## src/rtl/ffs_pkg.sv

```systemverilog
// ffs_pkg: limb geometry, default field prime and FSM encoding shared by the field arithmetic blocks
package ffs_pkg;
  localparam int LIMB_W = 64;
  localparam int NLIMB = 4;
  localparam int W = LIMB_W * NLIMB;
  localparam int CNT_W = $clog2(NLIMB);
  localparam logic [W-1:0] P_DEFAULT =
    256'hFFFFFFFF_FFFFFFFF_FFFFFFFF_FFFFFFFF_FFFFFFFF_FFFFFFFF_FFFFFFFE_FFFFFC2F;
  typedef enum logic [1:0] {IDLE, SUB, CORR} state_e;
endpackage

```

## src/rtl/ffs_limb_addsub.sv

```systemverilog
// limb_addsub: one 64-bit limb add (sub_i=0) or subtract (sub_i=1) with carry/borrow in and out
module limb_addsub
  import ffs_pkg::*;
(
  input  logic              sub_i,
  input  logic [LIMB_W-1:0] x_i,
  input  logic [LIMB_W-1:0] y_i,
  input  logic              ci_i,
  output logic [LIMB_W-1:0] s_o,
  output logic              co_o
);
  logic [LIMB_W:0] r_d;
  always_comb begin
    r_d = sub_i ? {1'b0, x_i} - {1'b0, y_i} - {{LIMB_W{1'b0}}, ci_i}
                : {1'b0, x_i} + {1'b0, y_i} + {{LIMB_W{1'b0}}, ci_i};
    {co_o, s_o} = r_d;
  end
endmodule

```

## src/rtl/ffs.sv

```systemverilog
// ffs: constant-time (a - b) mod P over 256 bits, one 64-bit limb per cycle through a single shared datapath
module ffs
  import ffs_pkg::*;
#(
  parameter logic [W-1:0] P = P_DEFAULT
) (
  input  logic         clk,
  input  logic         rst,
  input  logic         start,
  input  logic [W-1:0] a,
  input  logic [W-1:0] b,
  output logic [W-1:0] out,
  output logic         done
);
  state_e            state_q;
  logic [W-1:0]      a_q, b_q, d_q, out_q;
  logic [CNT_W-1:0]  cnt_q;
  logic              cy_q, bf_q, done_q;
  logic [7:0]        idx_d;
  logic [LIMB_W-1:0] x_d, y_d, r_d;
  logic              sub_d, co_d, last_d;
  // CORR always adds a limb of P or zero so timing never depends on the borrow
  always_comb begin
    idx_d = 8'(cnt_q) * 8'(LIMB_W);
    sub_d = state_q != CORR;
    last_d = cnt_q == CNT_W'(NLIMB - 1);
    x_d = sub_d ? a_q[idx_d +: LIMB_W] : d_q[idx_d +: LIMB_W];
    y_d = sub_d ? b_q[idx_d +: LIMB_W] : (bf_q ? P[idx_d +: LIMB_W] : '0);
  end
  limb_addsub u_limb (
    .sub_i(sub_d),
    .x_i  (x_d),
    .y_i  (y_d),
    .ci_i (cy_q),
    .s_o  (r_d),
    .co_o (co_d)
  );
  always_ff @(posedge clk or negedge rst) begin
    if (!rst) begin
      state_q <= IDLE;
      a_q <= '0;
      b_q <= '0;
      d_q <= '0;
      out_q <= '0;
      cnt_q <= '0;
      cy_q <= 1'b0;
      bf_q <= 1'b0;
      done_q <= 1'b0;
    end else begin
      done_q <= 1'b0;
      case (state_q)
        IDLE: if (start) begin
          a_q <= a;
          b_q <= b;
          cnt_q <= '0;
          cy_q <= 1'b0;
          state_q <= SUB;
        end
        SUB: begin
          d_q[idx_d +: LIMB_W] <= r_d;
          cnt_q <= cnt_q + 1'b1;
          cy_q <= last_d ? 1'b0 : co_d;
          if (last_d) begin
            bf_q <= co_d;
            state_q <= CORR;
          end
        end
        CORR: begin
          d_q[idx_d +: LIMB_W] <= r_d;
          cnt_q <= cnt_q + 1'b1;
          cy_q <= last_d ? 1'b0 : co_d;
          if (last_d) begin
            out_q <= {r_d, d_q[W-LIMB_W-1:0]};
            done_q <= 1'b1;
            state_q <= IDLE;
          end
        end
        default: state_q <= IDLE;
      endcase
    end
  end
  assign out = out_q;
  assign done = done_q;
endmodule

```

## config.mk

```make
export PLATFORM = sky130hd
export DESIGN_NAME = ffs
export DESIGN_NICKNAME = d
export VERILOG_FILES = /design/src/rtl/ffs_pkg.sv /design/src/rtl/ffs_limb_addsub.sv /design/src/rtl/ffs.sv
export SDC_FILE = /design/constraint.sdc
export NUM_CORES = 2
export LEC_CHECK = 0
export CAP_MARGIN = 20
export CORE_MARGIN = 10
export CORE_UTILIZATION = 60
export DETAILED_ROUTE_END_ITERATION = 12
export PLACE_DENSITY = 0.87
export SETUP_SLACK_MARGIN = 0.5
export SLEW_MARGIN = 10
export SYNTH_ARGS = -nofsm -noshare
export SYNTH_HDL_FRONTEND = slang
export SYNTH_SLANG_ARGS = --single-unit
```

## constraint.sdc

```tcl
create_clock -name clk -period 10.7 [get_ports clk]
set_clock_uncertainty 0.15 [all_clocks]
set_input_delay 2.14 -clock clk [delete_from_list [all_inputs] [get_ports clk]]
set_output_delay 2.14 -clock clk [all_outputs]
set_load 0.02 [all_outputs]
```

== Word-level counts from Yosys, hierarchy flattened ==
Cells that the tools add are included.
Word-level totals
  bits in registers: 1031
  memory bits (writable): 0
  input port bits: 515
  ROM bits: 0
  memories: 0
  latch bits: 0
  logic and storage cells: 52
  output and inout bits: 257
Cells by class
  reduce and logical (&&, ||, !) cells: 8
  shift-type cells: 6
  mux-type cells: 16
  div/mod/pow operators: 0
  add/subtract/negate cells: 6
  multipliers: 0
  magnitude comparators: 0
  bitwise operators: 0
  equality and inequality tests: 7
Operator list (number)
  256-bit by 9-bit variable part select with 64-bit output: 3
  256-bit bitwise mux: 1
  64-bit by 10-bit variable shift with 256-bit output (first input constant): 1
  256-bit by 9-bit variable part select with 64-bit output (first input constant): 1
  64-bit by 10-bit variable part select with 256-bit output: 1
  64-bit 2-to-1 mux: 3
  64-bit by 64-bit adder with 65-bit output: 1
  65-bit by 1-bit adder with 65-bit output: 1
  65-bit 2-to-1 mux: 1
  64-bit by 64-bit subtractor with 65-bit output: 1
  65-bit by 1-bit subtractor with 65-bit output: 1
  8-bit negator with 10-bit output: 1
  2-bit 2-to-1 mux: 4
  2-bit inequality test (second input constant): 4
  2-bit AND reduction: 4
  2-bit one-hot mux with 3 select lines: 1
  2-bit equality test (second input constant): 2
  1-bit 2-to-1 mux: 4
  2-bit one-hot mux with 2 select lines: 1
  3-bit AND reduction: 1
  2-bit by 1-bit adder with 2-bit output (second input constant): 1
  2-bit by 1-bit equality test with 1-bit output (second input constant): 1
  2-bit zero test: 1
  1-bit one-hot mux with 2 select lines: 1
  2 further kinds: 2

== Depth between registers and ports, before layout ==
  depth after elaboration: 8
  depth in mapped cells: 24
  mapped depth without buffers: 19

== Hierarchy ==
A second synthesis with hierarchy kept.
Second synthesis, totals
  cell total of the unflattened synthesis: 4250
  area total of the unflattened synthesis: 52897.0 um2
By module, submodules not included
  ffs: seq. area each 25799.7 um2, area each 43595.6 um2, cells each 2840, instances 1
  limb_addsub: seq. area each 0.0 um2, area each 9301.4 um2, cells each 1410, instances 1

== Least setup slack after synthesis ==
No wires, ideal clock.
  path type: register to register
  start point: reg cnt_q[0]
  end point: reg d_q[124]
  library setup time: 0.121 ns
  stages on the path, launching flop included: 20
  path slack: 5.244 ns
  required time: 10.429 ns
  clock period less this slack: 5.456 ns
  arrival: 5.186 ns
  buffers on the path: 4
  cells stage by stage: dfrtp_1 > clkbuf_1 > clkbuf_1 > buf_1 > mux4_2 > nand2_1 > nand2_1 > ha_1 > ha_1 > buf_2 > a211o_1 > a21oi_1 > o21ai_0 > a311o_1 > a2111oi_2 > a21oi_2 > a21oi_2 > mux2i_1 > a211o_1 > a22o_1
Between the ends
  word-level cells in the longest chain between the ends: 8
  elaborated cells between the ends (all ways): 16
  those cells by class: 5 x add/sub; 6 x shift; 5 x mux
Ends and longest elaborated chain
  from (decl): line ffs.sv:17  | logic [CNT_W-1:0] cnt_q;
  from (signal assigned): line ffs.sv:61  | cnt_q <= cnt_q + 1'b1;
  from (signal assigned): line ffs.sv:70  | cnt_q <= cnt_q + 1'b1;
  256-bit by 9-bit variable part select with 64-bit output: line ffs.sv:28  | y_d = sub_d ? b_q[idx_d +: LIMB_W] : (bf_q ? P[idx_d +: LIMB_W] : '0);
  64-bit 2-to-1 mux (2 in series): line ffs.sv:28
  64-bit by 64-bit adder with 65-bit output / 64-bit by 64-bit subtractor with 65-bit output (equally long branches): line ffs_limb_addsub.sv:15, ffs_limb_addsub.sv:14
  65-bit by 1-bit adder with 65-bit output / 65-bit by 1-bit subtractor with 65-bit output (equally long branches): line ffs_limb_addsub.sv:15, ffs_limb_addsub.sv:14
  65-bit 2-to-1 mux: line ffs_limb_addsub.sv:14  | r_d = sub_i ? {1'b0, x_i} - {1'b0, y_i} - {{LIMB_W{1'b0}}, ci_i}
  64-bit by 10-bit variable part select with 256-bit output: line ffs.sv:60, ffs.sv:69
  256-bit bitwise mux (*): line ffs.sv:60, ffs.sv:69
  to (signal, indexed assignment): line ffs.sv:60  | d_q[idx_d +: LIMB_W] <= r_d;
  to (signal, indexed assignment): line ffs.sv:69  | d_q[idx_d +: LIMB_W] <= r_d;
  to (decl): line ffs.sv:16  | logic [W-1:0] a_q, b_q, d_q, out_q;
Mark *: on every way between the ends. The rest lies on a longest branch, timed or not.
A chain may end at the register's enable or synchronous reset.

== Worst setup path in the final report ==
  start point: reg state_q[0]
  end point: reg d_q[114]
Between the ends
  word-level cells in the longest chain between the ends: 7
  elaborated cells between the ends (all ways): 13
  those cells by class: 4 x add/sub; 3 x eq/ne; 1 x shift; 4 x mux; 1 x reduce/logical
Ends and longest elaborated chain
  from (decl): line ffs.sv:15  | state_e state_q;
  from (signal assigned): line ffs.sv:40  | state_q <= IDLE;
  from (signal assigned): line ffs.sv:57  | state_q <= SUB;
  from (signal assigned): line ffs.sv:65  | state_q <= CORR;
  2-bit inequality test: line ffs.sv:25  | sub_d = state_q != CORR;
  64-bit 2-to-1 mux, on equally long branches: line ffs.sv:27, ffs.sv:28
  64-bit by 64-bit adder with 65-bit output / 64-bit by 64-bit subtractor with 65-bit output (equally long branches): line ffs_limb_addsub.sv:15, ffs_limb_addsub.sv:14
  65-bit by 1-bit adder with 65-bit output / 65-bit by 1-bit subtractor with 65-bit output (equally long branches): line ffs_limb_addsub.sv:15, ffs_limb_addsub.sv:14
  65-bit 2-to-1 mux: line ffs_limb_addsub.sv:14
  64-bit by 10-bit variable part select with 256-bit output: line ffs.sv:60, ffs.sv:69
  256-bit bitwise mux: line ffs.sv:60, ffs.sv:69
Parallel ways exist; a longest one is shown, timed or not.

==> summary.md <==
| Metric | Value |
|---|---|
| Post-cts gate resize count | `0` |
| Tot GR Track Use | `0.385` |
| Skew-Pair Late Insertion Delay | `0.73 ns` |
| Row cnt | `109` |
| Die height | `319 um` |
| Status | `finished clean` |
| Num ports | `772` |
| Number of synthesized flops with an enable pin | `0` |
| Max Root-Sink Buffers | `3` |
| Die area | `102000 um2` |
| Critical R2R Launch | `state_q[0]` |
| Vias per cell | `6.55` |
| Detailed-route wire length | `200000 um` |
| Ys async rst share | `1.00` |
| Layout area overhead | `23.1%` |
| Clock period minus worst slack | `7.10 ns` |
| RR Endpoint | `d_q[114]` |
| R2R depth | `17` |
| Worst R2R Setup Slack | `3.60 ns` |
| Yosys cell types | `88` |
| Sequential cell area fraction in the yosys report | `0.482` |
| Most common cell after layout, fill and taps aside | `dfrtp_1` |
| H-tree depth | `3` |
| Avg Inst Size Synth | `11.6 um2` |
| CTS tree | `built` |
| Initial antenna violation count | `15` |
| Slew Viols, Final | `0` |
| CTS Root Cell | `clkbuf_16` |
| Synthesized Nets | `5307` |
| Crit path capture | `d_q[114]` |
| RSZ-0062 raised after global routing | `no` |
| Nets | `5951` |
| Grt ovf | `0` |
| Worst Setup SP | `state_q[0]` |
| Worst EP arrival | `7.51 ns` |
| Endpoint class of the critical path | `register` |
| Warnings from Yosys | `0` |
| Core Region | `88400 um2` |
| CTS Buf Count | `103` |
| CTS Hold Buffers Added | `0` |
| Largest net degree at the start of global routing | `189` |
| Clock slew at reported path FFs | `0.06 ns` |
| Crit path launch type | `register` |
| #FFs+latches synth | `1031` |
| Final Hold Fails | `0` |
| Synthesized area | `53500 um2` |
| Slew HR | `0.105` |
| Maximum clock rate | `141 MHz` |
| Final RePlAce weighted congestion | `0.990` |
| Max Cap Violations | `0` |
| DR DRC count | `0` |
| Final period util | `0.663` |
| DPL Wire Length | `143000 um` |
| Routed vias | `42600` |
| Global-route wire length before repair | `296000 um` |
| Sink Count | `1031` |
| Commonest cells after routing, fill and taps aside | `1029 x dfrtp_1, 770 x clkdlybuf4s50_1, 732 x mux2_2, 681 x nand2_1, 294 x o21ai_0` |
| Drt wl/cell | `30.8 um` |
| Critical path peak fanout | `55` |
| Routed Antenna Nets | `0` |
| Vias in the first global route | `44500` |
| Fin Setup TNS | `0 ns` |
| Endpoints failing setup | `0` |
| Worst hold path class | `reg2reg` |
| Starting Density | `0.606` |
| Crit Path Class | `reg2reg` |
| 1st-iter DRT viols | `4934` |
| Port Buffers | `771` |
| CP required | `11.12 ns` |
| DR pass1 iterations | `8` |
| DIE WIDTH | `319 um` |
| Post-CTS Setup Bufs | `0` |
| Worst-Margin Slew | `1.33 ns` |
| Layout cell share with drive strength beyond 1 | `0.226` |
| Synth Flop Type | `dfrtp_1` |
| Mapped Cells | `4594` |
[logic make-up (layout without fill, tap and decap cells)]
logic type,after synthesis,count (layout),share of synthesized area
XOR/XNOR,110,110,0.0181
AND/OR/NAND/NOR,997,997,0.0780
buffers and inverters,459,1190,0.0329
adder cells (fa/ha/maj),198,198,0.0469
AO/OA/AOI/OAI,852,852,0.104
flip-flops,1031,1031,0.482
other,0,6,0
multiplexers,947,947,0.238
[flip-flops by register name, indices dropped and copies added, names as in the netlist]
name	flops
a_q	256
b_q	256
d_q	256
out	256
cnt_q	2
state_q	2
bf_q	1
cy_q	1
done	1
[Yosys cell counts (all sizes together), types with 10 or more instances]
library cell  count  share of area
inv             171          0.012
nor3             34         0.0032
or2              12         0.0014
a22oi            10         0.0014
o21a             27         0.0038
xor2             36         0.0059
dfrtp          1031           0.48
o211ai           16         0.0022
ha              194          0.045
a221o            14         0.0026
a21oi           180          0.017
o31ai            17         0.0031
nand2           689          0.048
mux2i            26         0.0049
o21ai           305          0.029
mux2            732           0.15
o21bai           23         0.0033
a211oi           18         0.0028
mux4            189          0.080
clkbuf          221          0.016
nand4            43         0.0050
nor2            120         0.0084
a21o             69         0.0097
nand2b           12         0.0014
a31oi            24         0.0028
and2             14         0.0016
a22o             77          0.013
xnor2            74          0.012
nor4             10         0.0013
nand3            27         0.0025
buf              65         0.0053
[critical path, cell delays in order, from the launching register on]
cell and delay (ns):
dfrtp_1 0.40, inv_1 0.12, ha_4 0.53, buf_4 0.79, inv_4 0.47, buf_4 0.46
nand2_1 0.13, nand2_1 0.08, ha_1 0.43, a21oi_1 0.64, o21ai_0 0.40, nor3_1 0.25
o21ai_0 0.33, a21oi_1 0.39, o21bai_1 0.15, xnor2_1 0.59, mux2_2 0.45, o21ai_0 0.15
[final cells by class]
cell class                 instances  area (um2)
clock inverter                    46         646
antenna                            6        15.0
clock buffer                     146        3010
multi-input combinational       3104       26000
timing repair buffer             825        8260
tap                             1165        1460
inverter                         173         652
sequential                      1031       25800
fill                            5568       22500
[how the worst min path moves through the flow]
stage,startpoint,end,slack (ns),cells past startpoint
3_5_place_dp,d_q[212],d_q[212],0.32,2
4_1_cts,d_q[212],d_q[212],0.33,2
2_1_floorplan,d_q[195],d_q[195],0.29,2
5_1_grt,out[214],out[214],0.36,2
6_report,d_q[212],d_q[212],0.33,2
3_3_place_gp,d_q[212],d_q[212],0.31,2
[layer usage]
layer  GRT usage  wire length (um)  up-vias
met5           0                88        -
met4       0.186             11400       14
met3       0.149             24300      654
met2       0.586             89700     2724
met1       0.478             74500    21400
li1            -                 -    17700
[through the flow]
step           area [um2]  hold slack, ns   util  std cells  setup slack (ns)
2_1_floorplan       53500           0.295      -       4594              5.24
3_3_place_gp        62100           0.307  0.703       6292              3.64
3_5_place_dp        62200           0.316  0.703       6295              3.85
4_1_cts             65800           0.330  0.745       6487              3.81
5_1_grt             65900           0.358  0.745       6492              3.36
6_report            65900           0.328  0.745       6496              3.60
Power is not shown: default switching activity piles up to over one toggle a cycle in this logic, so the estimate is an artifact.
